## src/rtl/ex_div_ctrl.sv

```systemverilog
// Sequencer for an iterative radix-2 restoring divider in the ex stage (DIV/DIVU/REM/REMU).
// It latches one request, stalls ex while iterating and returns a one-cycle result.
module ex_div_ctrl #(
  parameter int WIDTH  = 32,
  parameter int ADDR_W = 5,
  parameter int CNT_W  = 5
) (
  input  logic              clk,
  input  logic              rst,
  input  logic              start_i,
  input  logic              cancel_i,
  input  logic              signed_i,
  input  logic              rem_i,
  input  logic [WIDTH-1:0]  opv1,
  input  logic [WIDTH-1:0]  opv2,
  input  logic [ADDR_W-1:0] waddr_i,
  output logic              stall_o,
  output logic              ready_o,
  output logic [WIDTH-1:0]  result_o,
  output logic [ADDR_W-1:0] waddr_o
);

  typedef enum logic [1:0] {IDLE, CALC, DONE} state_t;

  state_t state, state_nxt;

  logic [CNT_W-1:0]  cnt;
  logic [WIDTH:0]    prem;
  logic [WIDTH-1:0]  quot;
  logic [WIDTH-1:0]  dvsr;
  logic              neg_q, neg_r, rem_sel;
  logic [ADDR_W-1:0] waddr_q;

  logic             accept, a_neg, b_neg, div_zero, ovf, fast, q_bit, last;
  logic [WIDTH-1:0] a_mag, b_mag, fast_res, quot_step, q_fix, r_fix;
  logic [WIDTH+1:0] diff;
  logic [WIDTH:0]   prem_step;

  // Request decode, special cases and one restoring step on the latched magnitudes
  always_comb begin
    accept    = (state == IDLE) && start_i && !cancel_i;
    a_neg     = signed_i && opv1[WIDTH-1];
    b_neg     = signed_i && opv2[WIDTH-1];
    a_mag     = a_neg ? -opv1 : opv1;
    b_mag     = b_neg ? -opv2 : opv2;
    div_zero  = (opv2 == '0);
    ovf       = signed_i && (opv1 == {1'b1, {(WIDTH-1){1'b0}}}) && (&opv2);
    fast      = div_zero || ovf;
    if (div_zero) fast_res = rem_i ? opv1 : '1;
    else          fast_res = rem_i ? '0 : opv1;

    diff      = {prem, quot[WIDTH-1]} - {2'b00, dvsr};
    q_bit     = !diff[WIDTH+1];
    prem_step = q_bit ? diff[WIDTH:0] : {prem[WIDTH-1:0], quot[WIDTH-1]};
    quot_step = {quot[WIDTH-2:0], q_bit};
    q_fix     = neg_q ? -quot_step : quot_step;
    r_fix     = neg_r ? -prem_step[WIDTH-1:0] : prem_step[WIDTH-1:0];
    last      = (cnt == CNT_W'(WIDTH - 1));
  end

  always_comb begin
    state_nxt = state;
    stall_o   = 1'b0;
    ready_o   = 1'b0;
    case (state)
      IDLE: begin
        if (accept) state_nxt = fast ? DONE : CALC;
        stall_o = accept;
      end
      CALC: begin
        if (cancel_i)  state_nxt = IDLE;
        else if (last) state_nxt = DONE;
        stall_o = !cancel_i;
      end
      DONE: begin
        state_nxt = IDLE;
        ready_o   = !cancel_i;
      end
      default: state_nxt = IDLE;
    endcase
    if (rst) begin
      stall_o = 1'b0;
      ready_o = 1'b0;
    end
  end

  // Results are written only on entry to DONE so they hold until the next completion
  always_ff @(posedge clk) begin
    if (rst) begin
      state    <= IDLE;
      cnt      <= '0;
      prem     <= '0;
      quot     <= '0;
      dvsr     <= '0;
      neg_q    <= 1'b0;
      neg_r    <= 1'b0;
      rem_sel  <= 1'b0;
      waddr_q  <= '0;
      result_o <= '0;
      waddr_o  <= '0;
    end else begin
      state <= state_nxt;
      case (state)
        IDLE: begin
          if (accept) begin
            waddr_q <= waddr_i;
            rem_sel <= rem_i;
            neg_q   <= a_neg ^ b_neg;
            neg_r   <= a_neg;
            quot    <= a_mag;
            dvsr    <= b_mag;
            prem    <= '0;
            cnt     <= '0;
            if (fast) begin
              result_o <= fast_res;
              waddr_o  <= waddr_i;
            end
          end
        end
        CALC: begin
          if (cancel_i) begin
            cnt <= '0;
          end else begin
            prem <= prem_step;
            quot <= quot_step;
            cnt  <= cnt + CNT_W'(1);
            if (last) begin
              cnt      <= '0;
              result_o <= rem_sel ? r_fix : q_fix;
              waddr_o  <= waddr_q;
            end
          end
        end
        default: ;
      endcase
    end
  end

endmodule

```

## config.mk

```make
export PLATFORM = sky130hd
export DESIGN_NAME = ex_div_ctrl
export DESIGN_NICKNAME = d
export VERILOG_FILES = /design/src/rtl/ex_div_ctrl.sv
export SDC_FILE = /design/constraint.sdc
export NUM_CORES = 1
export LEC_CHECK = 0
export ABC_AREA = 1
export CORE_MARGIN = 2
export CORE_UTILIZATION = 60
export DETAILED_ROUTE_END_ITERATION = 8
export HOLD_SLACK_MARGIN = 0.15
export PLACE_DENSITY = 0.87
export RECOVER_POWER = 100
export SETUP_SLACK_MARGIN = 0.3
export SYNTH_ARGS = -nofsm -noshare
export SYNTH_HDL_FRONTEND = slang
export SYNTH_SLANG_ARGS = --single-unit
```

## constraint.sdc

```tcl
create_clock -name clk -period 4.81 [get_ports clk]
set_input_delay 0.962 -clock clk [delete_from_list [all_inputs] [get_ports clk]]
set_output_delay 0.962 -clock clk [all_outputs]
set_load 0.02 [all_outputs]
```

==> summary.txt <==
CORE AREA: 21800 sq um
DR vias: 15600
Worst slew margin: -53.9%
Post-Route Skew: 0.0159 ns
Post-Layout Cell Count: 2618
Unrepaired setup endpoints after global routing: yes
Slew Viols, Final: 132
I/O Buffers: 113
Combinational family with the most area after synthesis: simple AND/OR/NAND/NOR gates
Worst-Margin Slew: 2.31 ns
Yosys warns: 0
DRT iter0 DRCs: 1834
Die area: 23300 sq um
Die H: 153 um
Worst Path Arrival: 4.82 ns
Synth unique cells: 52
HPWL after detailed placement: 33900 um
Worst setup EP type: flop
Mux share of post-synthesis cell area: 0%
CP Cell Sequence: dlygate4sd3_1 -> inv_1 -> ha_1 -> nand3_1 -> nor3_1 -> inv_1 -> nor3_2 -> nand3_1 -> nor2_1 -> nand3_1 -> nor2_1 -> nand2_2 -> o311ai_4 -> nand2_4 -> buf_4 -> a21oi_1 -> o21ai_0 -> a21oi_1
Post-synthesis compound-gate area fraction: 21.4%
Placed Cells: 2584
Kind of critical path: in2reg
Antenna viol nets, final: 0
Leakage: 7.22 nW
Synth Net Count: 2386
Pwr/cell area: 276 nW/um^2
Post-route setup TNS: 0 ns
Final instance area: 15000 sq um
Most used cell along the critical path: nand3_1
DR WL/cell: 17.4 um
Post-synth ARST share: 0%
First drt pass iteration count: 6
F_max: 224 MHz
Peak supply drop: 227 uV
Gp weighted congestion: 1.04
Share of layout cells above drive strength 1: 6.50%
Final design utilization: 69.0%
DRT Wirelength: 45600 um
Initial antenna violation count: 2
Type of the most critical hold path: reg2reg
Most used DFF post-synth: dfxtp_1
Final Hold Fails: 0
Seq/Total Area, Yosys: 22.5%
WP data required: 5.18 ns
Post-Synthesis Cells: 2271
Post-synth EDFFs: 0
Drt drc: 0
Adder-Cell Fraction of Synth Area: 3.84%
Remaining global-route overflow: 0
IO Pins: 114
Worst skew pair latency: 0.45 ns
CTS sink count: 149
H-tree depth reported by CTS: 4
Main area contributors after synthesis: dfxtp_1 23%, nand2_1 18%, a21oi_1 8.7%
Count of final setup violators: 0
Failing checks: capacitance limit, slew limit
CTS root buf: clkbuf_16
Total track usage: 37.8%
TritonCTS clock tree: done
# diodes: 0
CTS Buf Count: 17
Syn_area_per_cell: 5.83 sq um
Final Cycle Share: 92.7%
Status: finished with violations
Synth Area in XOR/XNOR: 3.51%
Clock slew seen by the registers of the worst setup and hold paths: 0.07 ns
Synth Area in Simple Gates: 37.3%
Top cell type's share of synthesized area: 22.5%
Vias per std cell: 5.95
Max Cap Violations: 2
Max Buffers Root-to-Sink: 2
Overall power: 4.15 mW
Largest net degree at the start of global routing: 100
Slowest cell on the critical path: dlygate4sd3_1
Crit start category: input port
CP Max Fanout: 52
Yosys reg bits: 149
Placement Cell Area: 14400 sq um
Post-Syn Area: 13200 sq um
FP Rows: 54
First-pass GRT wire length: 71800 um
Post-synth top area cell: dfxtp_1
Area grow syn2layout: 13.4%
Initial Util: 60.9%
Die X: 153 um
Max stage delay on crit path: 0.54 ns
Layout net count: 2440
Vias in the first global route: 13900
Post-layout minimum cycle time: 4.46 ns
==> worst max-delay path, delay by kind of cell <==
kind            cells  cell delay [ns]
simple gates        9             1.59
buf+inv             4             1.08
compound gates      4             0.97
fa+ha+maj           1             0.19
==> metrics by stage <==
stage,hold WS (ns),worst slack [ns]
after floorplan,0.439,0.788
after global placement,0.451,0.197
after detailed placement,0.459,0.116
after CTS,0.471,0.411
after global routing,0.488,0.115
final,0.463,0.352
==> routing by layer <==
| metal | part of all wire [%] | global-route usage, % | wire length, um |
|---|---|---|---|
| met3 | 11 | 9.22 | 5110 |
| met1 | 42 | 51.8 | 19000 |
| met4 | 3.9 | 14.5 | 1770 |
| met2 | 43 | 57.7 | 19700 |
| met5 | 0.029 | 0 | 13 |
==> state kept, by name (all words and copies together), names as in the netlist, 2 cells and up <==
register / flops
result_o: 32
dvsr: 32
waddr_q: 5
prem: 33
state: 2
cnt: 5
waddr_o: 5
quot: 32
==> final timing paths <==
| kind | end | slack (ns) | cells past startpoint | startpoint |
|---|---|---|---|---|
| worst min-delay path | result_o[24]$_SDFFE_PP0P_ | 0.46 | 2 | result_o[24]$_SDFFE_PP0P_ |
| worst min register to register | result_o[24]$_SDFFE_PP0P_ | 0.46 | 2 | result_o[24]$_SDFFE_PP0P_ |
| worst max-delay path | result_o[4]$_SDFFE_PP0P_ | 0.35 | 18 | opv1[0] |
| worst max register to register | result_o[11]$_SDFFE_PP0P_ | 0.44 | 21 | quot[31]$_SDFFE_PP0P_ |
==> kinds of logic after synthesis <==
group | count (synthesis)
DFF | 149
adders and majority gates | 40
and+or+nand+nor | 1147
xor gates and xnor gates | 53
buffers and inverters | 374
AOI/OAI and AO/OA | 508
==> report_power, final <==
| part | internal, mW | leakage [nW] | switching (mW) |
|---|---|---|---|
| sequential | 1.29 | 1.21 | 0.0554 |
| clock | 0.747 | 0.295 | 0.660 |
| combinational | 0.446 | 5.72 | 0.947 |
==> synthesized netlist by cell type (9+ instances only) <==
cell and n:
nand2_2 30, nand2_1 632, nand3_1 115, a21oi_2 12, xnor2_1 12, dfxtp_1 149
a31oi_1 11, inv_1 267, ha_1 39, nor3_1 37, xor2_1 41, o21ai_1 20
o21ai_0 165, clkbuf_1 73, nor2_1 242, nor4_1 10, o221ai_1 25, nand4_1 29
a21oi_1 230, nor2_2 13, nand2_4 9
==> what timing repair did <==
| action | in CTS | in global routing |
|---|---|---|
| resized for setup | 1 | 12 |
| hold buffers | 0 | 0 |
| cloned | 0 | 0 |
| hold endpoints to repair | 0 | 0 |
| setup buffers | 0 | 2 |
| setup endpoints to repair | 1 | 13 |
| pin swaps | 0 | 2 |
==> cells in the final DEF (no fill, tap or decap), types with 5 or more instances in the layout <==
cell type / synthesis / routed
nand2_1: 632 / 629
ha_1: 39 / 39
o21ai_0: 165 / 168
nand2_2: 30 / 33
inv_1: 267 / 268
or2_2: 5 / 5
o221ai_1: 25 / 25
nand4_1: 29 / 29
nor2_4: 4 / 5
inv_2: 6 / 5
clkdlybuf4s50_1: 0 / 68
a21oi_2: 12 / 10
nand3b_1: 7 / 7
clkbuf_16: 0 / 17
nand3_2: 5 / 7
a31oi_1: 11 / 11
xnor2_1: 12 / 11
nor4_1: 10 / 10
o211ai_1: 7 / 7
xor2_1: 41 / 41
o21bai_1: 6 / 6
o21ai_2: 8 / 8
nand2_4: 9 / 9
nor3_1: 37 / 35
dlygate4sd3_1: 0 / 43
nand3_1: 115 / 113
o21ai_1: 20 / 17
dfxtp_1: 149 / 149
nor2_2: 13 / 9
nor2_1: 242 / 245
a21oi_1: 230 / 232
buf_4: 3 / 15
clkinv_1: 5 / 5
o22ai_1: 8 / 8
==> layout make-up <==
type | count | area (sq um)
multi-input combinational | 1748 | 8790
fill | 2026 | 6740
sequential | 149 | 2980
timing repair buffer | 131 | 1250
inverter | 278 | 1040
clock buffer | 17 | 425
tap | 280 | 350
clock inverter | 15 | 184
Note: power is estimated with default switching activity, not from simulation.
